**config.mk**
```make
export PLATFORM = sky130hd
export DESIGN_NAME = fetch_pc_unit_flat
export DESIGN_NICKNAME = d
export VERILOG_FILES = /design/src/rtl/fetch_pc_unit_pkg.sv /design/src/rtl/fetch_pc_unit_if.sv /design/src/rtl/fetch_pc_unit_ras_stack.sv /design/src/rtl/fetch_pc_unit.sv /design/src/flat_wrapper.sv
export SDC_FILE = /design/constraint.sdc
export NUM_CORES = 1
export LEC_CHECK = 0
export ABC_AREA = 1
export ABC_CLOCK_PERIOD_IN_PS = 4150
export CAP_MARGIN = 10
export CORE_UTILIZATION = 28
export CTS_BUF_LIST = sky130_fd_sc_hd__clkbuf_16
export DETAILED_ROUTE_END_ITERATION = 6
export GPL_TIMING_DRIVEN = 0
export SYNTH_ARGS = -nofsm -noshare
export SYNTH_HDL_FRONTEND = slang
export SYNTH_SLANG_ARGS = --single-unit
```
**constraint.sdc**
```tcl
create_clock -name clk -period 4.15 [get_ports clk]
set_input_delay 0.415 -clock clk [delete_from_list [all_inputs] [get_ports clk]]
set_output_delay 0.415 -clock clk [all_outputs]
set_load 0.01 [all_outputs]
```
**src/rtl/fetch_pc_unit_pkg.sv**
```systemverilog
// Shared definitions for the fetch/PC unit and the multicycle control FSM:
// opcode encoding, instruction field positions and the datapath width.
package fetch_pc_unit_pkg;

    localparam int DATA_WIDTH = 16;

    // Instruction field positions
    localparam int OP_MSB   = 15;
    localparam int OP_LSB   = 12;
    localparam int ABS_MSB  = 11;
    localparam int REL8_MSB = 7;

    typedef enum logic [3:0] {
        OP_LDA = 4'd0,
        OP_STA = 4'd1,
        OP_ADD = 4'd2,
        OP_JMP = 4'd3,
        OP_CAL = 4'd4,
        OP_BEQ = 4'd5,
        OP_BNE = 4'd6,
        OP_RET = 4'd7,
        OP_LDI = 4'd8,
        OP_SUB = 4'd9,
        OP_MOV = 4'd10,
        OP_CMP = 4'd11,
        OP_PSH = 4'd12,
        OP_POP = 4'd13,
        OP_AND = 4'd14,
        OP_ORR = 4'd15
    } opcode_e;

    // A conditional branch is taken when either enabled condition holds
    function automatic logic branch_taken(input logic cmpeq, input logic cmpne,
                                          input logic eq_flag);
        return (cmpeq & eq_flag) | (cmpne & ~eq_flag);
    endfunction

endpackage

```
**src/rtl/fetch_pc_unit_if.sv**
```systemverilog
// Bundle between the control FSM / memory side (master) and the fetch/PC
// unit (slave): PC-side strobes in, PC/IR/RA/opcode and stack status out.
interface fetch_pc_unit_if #(
    parameter int WIDTH     = 16,
    parameter int RAS_DEPTH = 8
);
    logic                           MemR1;
    logic [WIDTH-1:0]               instr_in;
    logic                           writePC;
    logic                           PCsrc;
    logic                           ImRPC;
    logic                           writeRA;
    logic                           cmpeq;
    logic                           cmpne;
    logic                           eq_flag;
    logic                           backup;
    logic                           restore;
    logic [WIDTH-1:0]               pc;
    logic [WIDTH-1:0]               ir;
    logic [3:0]                     op;
    logic [WIDTH-1:0]               ra;
    logic [$clog2(RAS_DEPTH):0]     ras_depth;
    logic                           ras_overflow;
    logic                           ras_underflow;

    modport master (
        output MemR1, instr_in, writePC, PCsrc, ImRPC, writeRA,
               cmpeq, cmpne, eq_flag, backup, restore,
        input  pc, ir, op, ra, ras_depth, ras_overflow, ras_underflow
    );

    modport slave (
        input  MemR1, instr_in, writePC, PCsrc, ImRPC, writeRA,
               cmpeq, cmpne, eq_flag, backup, restore,
        output pc, ir, op, ra, ras_depth, ras_overflow, ras_underflow
    );

endinterface

```
**src/rtl/fetch_pc_unit_ras_stack.sv**
```systemverilog
// Return-address LIFO. A push while full or a pop while empty leaves the
// stack untouched and raises a sticky flag that only Reset clears.
// Simultaneous push and pop is a no-op.
module fetch_pc_unit_ras_stack #(
    parameter int WIDTH = 16,
    parameter int DEPTH = 8
) (
    input  logic                      clk,
    input  logic                      Reset,
    input  logic                      push,
    input  logic                      pop,
    input  logic [WIDTH-1:0]          push_data,
    output logic [WIDTH-1:0]          top_data,
    output logic [$clog2(DEPTH):0]    depth,
    output logic                      empty,
    output logic                      overflow,
    output logic                      underflow
);
    localparam int AW = $clog2(DEPTH);
    localparam int DW = AW + 1;

    logic [WIDTH-1:0] stack_q [DEPTH];
    logic [WIDTH-1:0] stack_d [DEPTH];
    logic [DW-1:0]    depth_q, depth_d;
    logic [DW-1:0]    depth_m1;
    logic             overflow_q, overflow_d;
    logic             underflow_q, underflow_d;
    logic             full;

    assign full      = (depth_q == DW'(DEPTH));
    assign empty     = (depth_q == '0);
    assign depth_m1  = depth_q - 1'b1;
    assign top_data  = stack_q[depth_m1[AW-1:0]];
    assign depth     = depth_q;
    assign overflow  = overflow_q;
    assign underflow = underflow_q;

    // Next stack contents, occupancy and error flags for this push/pop request
    always_comb begin
        stack_d     = stack_q;
        depth_d     = depth_q;
        overflow_d  = overflow_q;
        underflow_d = underflow_q;
        if (push && !pop) begin
            if (full) begin
                overflow_d = 1'b1;
            end else begin
                stack_d[depth_q[AW-1:0]] = push_data;
                depth_d                  = depth_q + 1'b1;
            end
        end else if (pop && !push) begin
            if (empty) begin
                underflow_d = 1'b1;
            end else begin
                depth_d = depth_m1;
            end
        end
    end

    // Stack storage has no reset; occupancy says which entries are valid
    always_ff @(posedge clk) begin
        stack_q <= stack_d;
    end

    // Occupancy and sticky flags, cleared synchronously by Reset
    always_ff @(posedge clk) begin
        if (Reset) begin
            depth_q     <= '0;
            overflow_q  <= 1'b0;
            underflow_q <= 1'b0;
        end else begin
            depth_q     <= depth_d;
            overflow_q  <= overflow_d;
            underflow_q <= underflow_d;
        end
    end

endmodule

```
**src/rtl/fetch_pc_unit.sv**
```systemverilog
// Fetch/PC unit: owns PC, IR and the return-address register, feeds the
// opcode to the control FSM and executes its PC-side strobes. Saved return
// addresses spill into the RAS so calls can nest beyond one level.
module fetch_pc_unit
    import fetch_pc_unit_pkg::*;
#(
    parameter int               WIDTH     = DATA_WIDTH,
    parameter int               RAS_DEPTH = 8,
    parameter logic [WIDTH-1:0] RESET_PC  = '0
) (
    input  logic          clk,
    input  logic          Reset,
    fetch_pc_unit_if.slave bus
);
    logic [WIDTH-1:0] pc_q, pc_d;
    logic [WIDTH-1:0] ir_q, ir_d;
    logic [WIDTH-1:0] ra_q, ra_d;
    logic [WIDTH-1:0] saved_ra_q, saved_ra_d;
    logic [WIDTH-1:0] ras_top;
    logic             ras_empty;
    logic             pop_req;
    logic [WIDTH-1:0] rel12;
    logic [WIDTH-1:0] rel8;
    logic [WIDTH-1:0] call_target;

    assign rel12       = {{(WIDTH-ABS_MSB-1){ir_q[ABS_MSB]}}, ir_q[ABS_MSB:0]};
    assign rel8        = {{(WIDTH-REL8_MSB-1){ir_q[REL8_MSB]}}, ir_q[REL8_MSB:0]};
    assign call_target = {pc_q[WIDTH-1:ABS_MSB+1], ir_q[ABS_MSB:0]};
    assign pop_req     = bus.restore & ~bus.backup;

    // Opcode bypass lets the FSM decode during its fetch cycle
    assign bus.op = bus.MemR1 ? bus.instr_in[OP_MSB:OP_LSB] : ir_q[OP_MSB:OP_LSB];
    assign bus.pc = pc_q;
    assign bus.ir = ir_q;
    assign bus.ra = ra_q;

    fetch_pc_unit_ras_stack #(
        .WIDTH (WIDTH),
        .DEPTH (RAS_DEPTH)
    ) u_ras (
        .clk       (clk),
        .Reset     (Reset),
        .push      (bus.backup),
        .pop       (bus.restore),
        .push_data (saved_ra_q),
        .top_data  (ras_top),
        .depth     (bus.ras_depth),
        .empty     (ras_empty),
        .overflow  (bus.ras_overflow),
        .underflow (bus.ras_underflow)
    );

    // Next PC/IR/RA: return beats call beats relative jump beats increment,
    // and any writePC beats a conditional branch; a pop overrides writeRA
    always_comb begin
        pc_d       = pc_q;
        ir_d       = ir_q;
        ra_d       = ra_q;
        saved_ra_d = saved_ra_q;

        if (bus.MemR1) begin
            ir_d = bus.instr_in;
        end

        if (bus.writePC && bus.PCsrc) begin
            pc_d = ra_q;
        end else if (bus.writePC && bus.writeRA) begin
            pc_d = call_target;
        end else if (bus.writePC && bus.ImRPC) begin
            pc_d = pc_q + rel12;
        end else if (bus.writePC) begin
            pc_d = pc_q + 1'b1;
        end else if (branch_taken(bus.cmpeq, bus.cmpne, bus.eq_flag)) begin
            pc_d = pc_q + rel8;
        end

        if (bus.writeRA) begin
            ra_d       = pc_q + 1'b1;
            saved_ra_d = ra_q;
        end

        if (pop_req) begin
            ra_d = ras_empty ? '0 : ras_top;
        end
    end

    // Architectural registers with synchronous reset
    always_ff @(posedge clk) begin
        if (Reset) begin
            pc_q       <= RESET_PC;
            ir_q       <= '0;
            ra_q       <= '0;
            saved_ra_q <= '0;
        end else begin
            pc_q       <= pc_d;
            ir_q       <= ir_d;
            ra_q       <= ra_d;
            saved_ra_q <= saved_ra_d;
        end
    end

endmodule
```
**src/flat_wrapper.sv**
```systemverilog
// flat-port wrapper written by rule: the top's interface ports become plain ports
module fetch_pc_unit_flat import fetch_pc_unit_pkg::*;
#(
    parameter int               WIDTH     = DATA_WIDTH,
    parameter int               RAS_DEPTH = 8,
    parameter logic [WIDTH-1:0] RESET_PC  = '0
)
  (clk, Reset, bus_MemR1, bus_instr_in, bus_writePC, bus_PCsrc, bus_ImRPC, bus_writeRA, bus_cmpeq, bus_cmpne, bus_eq_flag, bus_backup, bus_restore, bus_pc, bus_ir, bus_op, bus_ra, bus_ras_depth, bus_ras_overflow, bus_ras_underflow);
  fetch_pc_unit_if #(.WIDTH(WIDTH), .RAS_DEPTH(RAS_DEPTH)) bus_i ();
  input  logic clk;
  input  logic Reset;
  input wire logic [$bits(bus_i.MemR1)-1:0] bus_MemR1;
  input wire logic [$bits(bus_i.instr_in)-1:0] bus_instr_in;
  input wire logic [$bits(bus_i.writePC)-1:0] bus_writePC;
  input wire logic [$bits(bus_i.PCsrc)-1:0] bus_PCsrc;
  input wire logic [$bits(bus_i.ImRPC)-1:0] bus_ImRPC;
  input wire logic [$bits(bus_i.writeRA)-1:0] bus_writeRA;
  input wire logic [$bits(bus_i.cmpeq)-1:0] bus_cmpeq;
  input wire logic [$bits(bus_i.cmpne)-1:0] bus_cmpne;
  input wire logic [$bits(bus_i.eq_flag)-1:0] bus_eq_flag;
  input wire logic [$bits(bus_i.backup)-1:0] bus_backup;
  input wire logic [$bits(bus_i.restore)-1:0] bus_restore;
  output wire logic [$bits(bus_i.pc)-1:0] bus_pc;
  output wire logic [$bits(bus_i.ir)-1:0] bus_ir;
  output wire logic [$bits(bus_i.op)-1:0] bus_op;
  output wire logic [$bits(bus_i.ra)-1:0] bus_ra;
  output wire logic [$bits(bus_i.ras_depth)-1:0] bus_ras_depth;
  output wire logic [$bits(bus_i.ras_overflow)-1:0] bus_ras_overflow;
  output wire logic [$bits(bus_i.ras_underflow)-1:0] bus_ras_underflow;
  assign bus_i.MemR1 = bus_MemR1;
  assign bus_i.instr_in = bus_instr_in;
  assign bus_i.writePC = bus_writePC;
  assign bus_i.PCsrc = bus_PCsrc;
  assign bus_i.ImRPC = bus_ImRPC;
  assign bus_i.writeRA = bus_writeRA;
  assign bus_i.cmpeq = bus_cmpeq;
  assign bus_i.cmpne = bus_cmpne;
  assign bus_i.eq_flag = bus_eq_flag;
  assign bus_i.backup = bus_backup;
  assign bus_i.restore = bus_restore;
  assign bus_pc = bus_i.pc;
  assign bus_ir = bus_i.ir;
  assign bus_op = bus_i.op;
  assign bus_ra = bus_i.ra;
  assign bus_ras_depth = bus_i.ras_depth;
  assign bus_ras_overflow = bus_i.ras_overflow;
  assign bus_ras_underflow = bus_i.ras_underflow;
  fetch_pc_unit #(.WIDTH(WIDTH), .RAS_DEPTH(RAS_DEPTH), .RESET_PC(RESET_PC)) u_core (.clk(clk), .Reset(Reset), .bus(bus_i));
endmodule
```
==> metrics.md <==
| Metric | Value |
|---|---|
| CP Max Fanout | 10 |
| Routed WL per cell | 18.9 µm |
| Vias per cell | 5.09 |
| Hold Crit Class | input port to flop |
| Gpl congestion | around 0.94 |
| Congestion Overflow GR | 0 |
| Leak pwr | between 4 and 5 nW |
| Max H-tree Level | 4 |
| Fraction of layout cells with a size suffix above 1 | 6.87% |
| Critical path class | flop to flop |
| Register area share after synthesis | roughly 54% |
| Critical Path End Type | flop |
| Ys flop type | edfxtp_1 |
| TritonRoute pass-1 iters | 7 |
| Layout Nets | 1223 |
| Number of placement rows | 67 |
| Vias in the first global route | 8195 |
| Dpl hpwl | between 20 and 25 mm |
| Headroom to the max-slew limit | 33.2% |
| Synth Area per Inst | 9.13 µm² |
| Unique masters post-synth | 44 |
| Area of the core | between 30000 and 40000 µm² |
| R2r worst-path depth | 11 |
| Power density over the cells | 468 nW/µm² |
| CTS root buf | clkbuf_16 |
| Post-Route WL | 30.7 mm |
| Power Total | 5.52 mW |
| Slew @ Worst Pin | 0.996 ns |
| CTS Sinks | 198 |
| Total die area | 35300 µm² |
| Clock Latency Late Sink | about 0.45 ns |
| Port bufs | 82 |
| Ports | 86 |
| Critical Path AT | between 3 and 4 ns |
| Worst Hold Launch | Reset |
| Failing checks | DRC |
| Most used standard cell by instance count after synthesis | nand2_1 |
| Setup Skew | around 0.013 ns |
| Initial antenna violation count | 0 |
| Max Slew Vio Count | 0 |
| Number of remaining DRC errors | 1 |
| Max-cap violations | 0 |
| N_diodes | 0 |
| Peak supply drop | 0.000239 V |
| FF-to-FF End | u_core.bus.ra[1] |
| Status | complete, but fails checks |
| Synthesized Nets | ~1100 |
| Finish-stage setup viols | 0 |
| Ys async rst share | 0% |
| WHS | 0.370 ns |
| Netlist Area Pre-Place | 9680 µm² |
| Starting DRT DRC Count | 747 |
| Pin count of the biggest net entering global routing | 22 |
| Synth Register Bits | 198 |
| Worst path required time | ~4.5 ns |
| RSZ-0062 raised after global routing | no |
| CTS tree | done |
| Die Span Y | 188 µm |
| R2R setup slack | 0.93 ns |
| Cells after synthesis | 1060 |
| CTS Hold Bufs | 0 |
| Post-CTS setup buffers | 0 |
| Peak Freq | between 300 and 400 MHz |
| WHS Path Cells | 2 |
| Tot GR Track Use | 17.6% |
| Hold endpoint | u_core.bus.pc[3] |
| First-pass GRT wire length | 47.1 mm |
| Ranking of synthesized cells by area | edfxtp_1, dfxtp_1, o21ai_0 |
| YS warnings | 0 |
| Final worst-path cycle share | 77.5% |
| Startpoint types | flop |
| Clock Tree Buf Depth | 2 |
| Clock transition at the registers of the reported paths | 0.08 ns |
| FF-to-FF Start | u_core.u_ras.depth[0] |
| Post-synth EDFFs | 128 |
| Die W | 188 µm |
| Area grow syn2layout | 21.7% |
| Post-cts resize count | 0 |
| Fin crit period | 3.22 ns |
| Commonest cells in the netlist | nand2_1, nor2_1, o21ai_0 |
| Hold Vio Cnt, Final | 0 |
| Initial Util | about 29% |
| CTS Buf Count | 17 |
| DR vias | 8279 |
| Cell taking the most area after synthesis | edfxtp_1 |
| Fill count | 3421 |
| Remaining antenna violation count | 0 |
| Share of the synthesized area in the top cell type | about two fifths |
## metal layers
layer  vias up  GRT usage, %  wire length (µm)
li1       3949             -                 -
met1      3987          22.0             13000
met2       295          30.1             15100
met3        48          3.69              2020
met4         0          5.66               677
met5         -             0                 0
## worst max-delay path by stage
stage,startpoint,end,slack (ns),cells past startpoint
after floorplan,u_core.u_ras.depth[0],u_core.u_ras.stack_q[80],1.20,10
after global placement,bus_restore,u_core.u_ras.depth[3],-0.26,9
after detailed placement,u_core.u_ras.depth[0],u_core.bus.ra[4],1.0,11
after CTS,u_core.u_ras.depth[0],u_core.bus.ra[1],0.95,11
after global routing,u_core.u_ras.depth[0],u_core.bus.ra[4],0.68,11
final,u_core.u_ras.depth[0],u_core.bus.ra[1],0.93,11
## registers in the layout, indices dropped and copies added, names as in the netlist
name                    flops
u_core.u_ras.stack_q      128
u_core.bus.ir              16
u_core.bus.pc              16
u_core.bus.ra              16
u_core.saved_ra_q          16
u_core.u_ras.depth          4
u_core.u_ras.overflow       1
u_core.u_ras.underflow      1
## cell families after synthesis
| logic type | after synthesis | share of synthesized area [%] |
|---|---|---|
| AND/OR/NAND/NOR | 376 | 16.5 |
| AO/OA/AOI/OAI | 290 | 17.6 |
| adder cells (fa/ha/maj) | 29 | 3.82 |
| flip-flops | 198 | 54.2 |
| XOR/XNOR | 20 | 1.81 |
| buffers and inverters | 147 | 6.14 |
## placed cells by master, fill, tap and decap left out, types with 4 or more instances in the layout
| cell type | n |
|---|---|
| a21oi_1 | 60 |
| a221oi_1 | 13 |
| a31oi_1 | 7 |
| buf_2 | 10 |
| buf_4 | 4 |
| buf_6 | 4 |
| clkbuf_1 | 30 |
| clkbuf_16 | 17 |
| clkdlybuf4s50_1 | 82 |
| dfxtp_1 | 70 |
| edfxtp_1 | 128 |
| ha_1 | 28 |
| inv_1 | 92 |
| inv_2 | 7 |
| inv_6 | 5 |
| nand2_1 | 156 |
| nand3_1 | 47 |
| nand3b_1 | 5 |
| nand4_1 | 7 |
| nor2_1 | 135 |
| nor2_2 | 7 |
| nor3_1 | 6 |
| nor3_2 | 4 |
| o211ai_1 | 24 |
| o21ai_0 | 133 |
| o21ai_1 | 4 |
| o21bai_1 | 6 |
| o221ai_1 | 20 |
| o22ai_1 | 14 |
| xnor2_1 | 6 |
| xor2_1 | 14 |
## final cells by class
class                           instances  area (µm²)  area share [%]
Timing Repair Buffer                   87         901            7.64
Multi-Input combinational cell        715        3860            32.8
Clock buffer                           17         425            3.61
Buffer                                 47         219            1.86
Tap cell                              448         561            4.76
Sequential cell                       198        5250            44.5
Inverter                              100         375            3.18
Clock inverter                         15         196            1.67
## per-stage QoR
| step | worst slack (ns) | setup TNS, ns | utilization, % | area [µm²] | cells |
|---|---|---|---|---|---|
| 2_1_floorplan | 1.20 | 0 | - | 9680 | 1060 |
| 3_3_place_gp | -0.265 | -3.08 | 32.8 | 11100 | 1590 |
| 3_5_place_dp | 0.998 | 0 | 33.0 | 11200 | 1595 |
| 4_1_cts | 0.953 | 0 | 34.9 | 11800 | 1627 |
| 5_1_grt | 0.678 | 0 | 34.9 | 11800 | 1627 |
| 6_report | 0.932 | 0 | 34.9 | 11800 | 1627 |
## power breakdown
part,internal (mW),total (mW),switching (mW)
logic,0.490,1.43,0.939
clock network,0.881,1.74,0.856
registers,2.22,2.35,0.137
## critical path: stages (launching register included)
cell      delay (ns)
dfxtp_1         0.38
buf_2           0.21
inv_2           0.06
buf_4           0.17
buf_2           0.21
ha_1            0.48
inv_1           0.22
clkbuf_1        0.45
o21ai_0         0.17
o221ai_1        0.17
o211ai_1        0.24
a221oi_1        0.32
(Power assumes the default switching activity.)
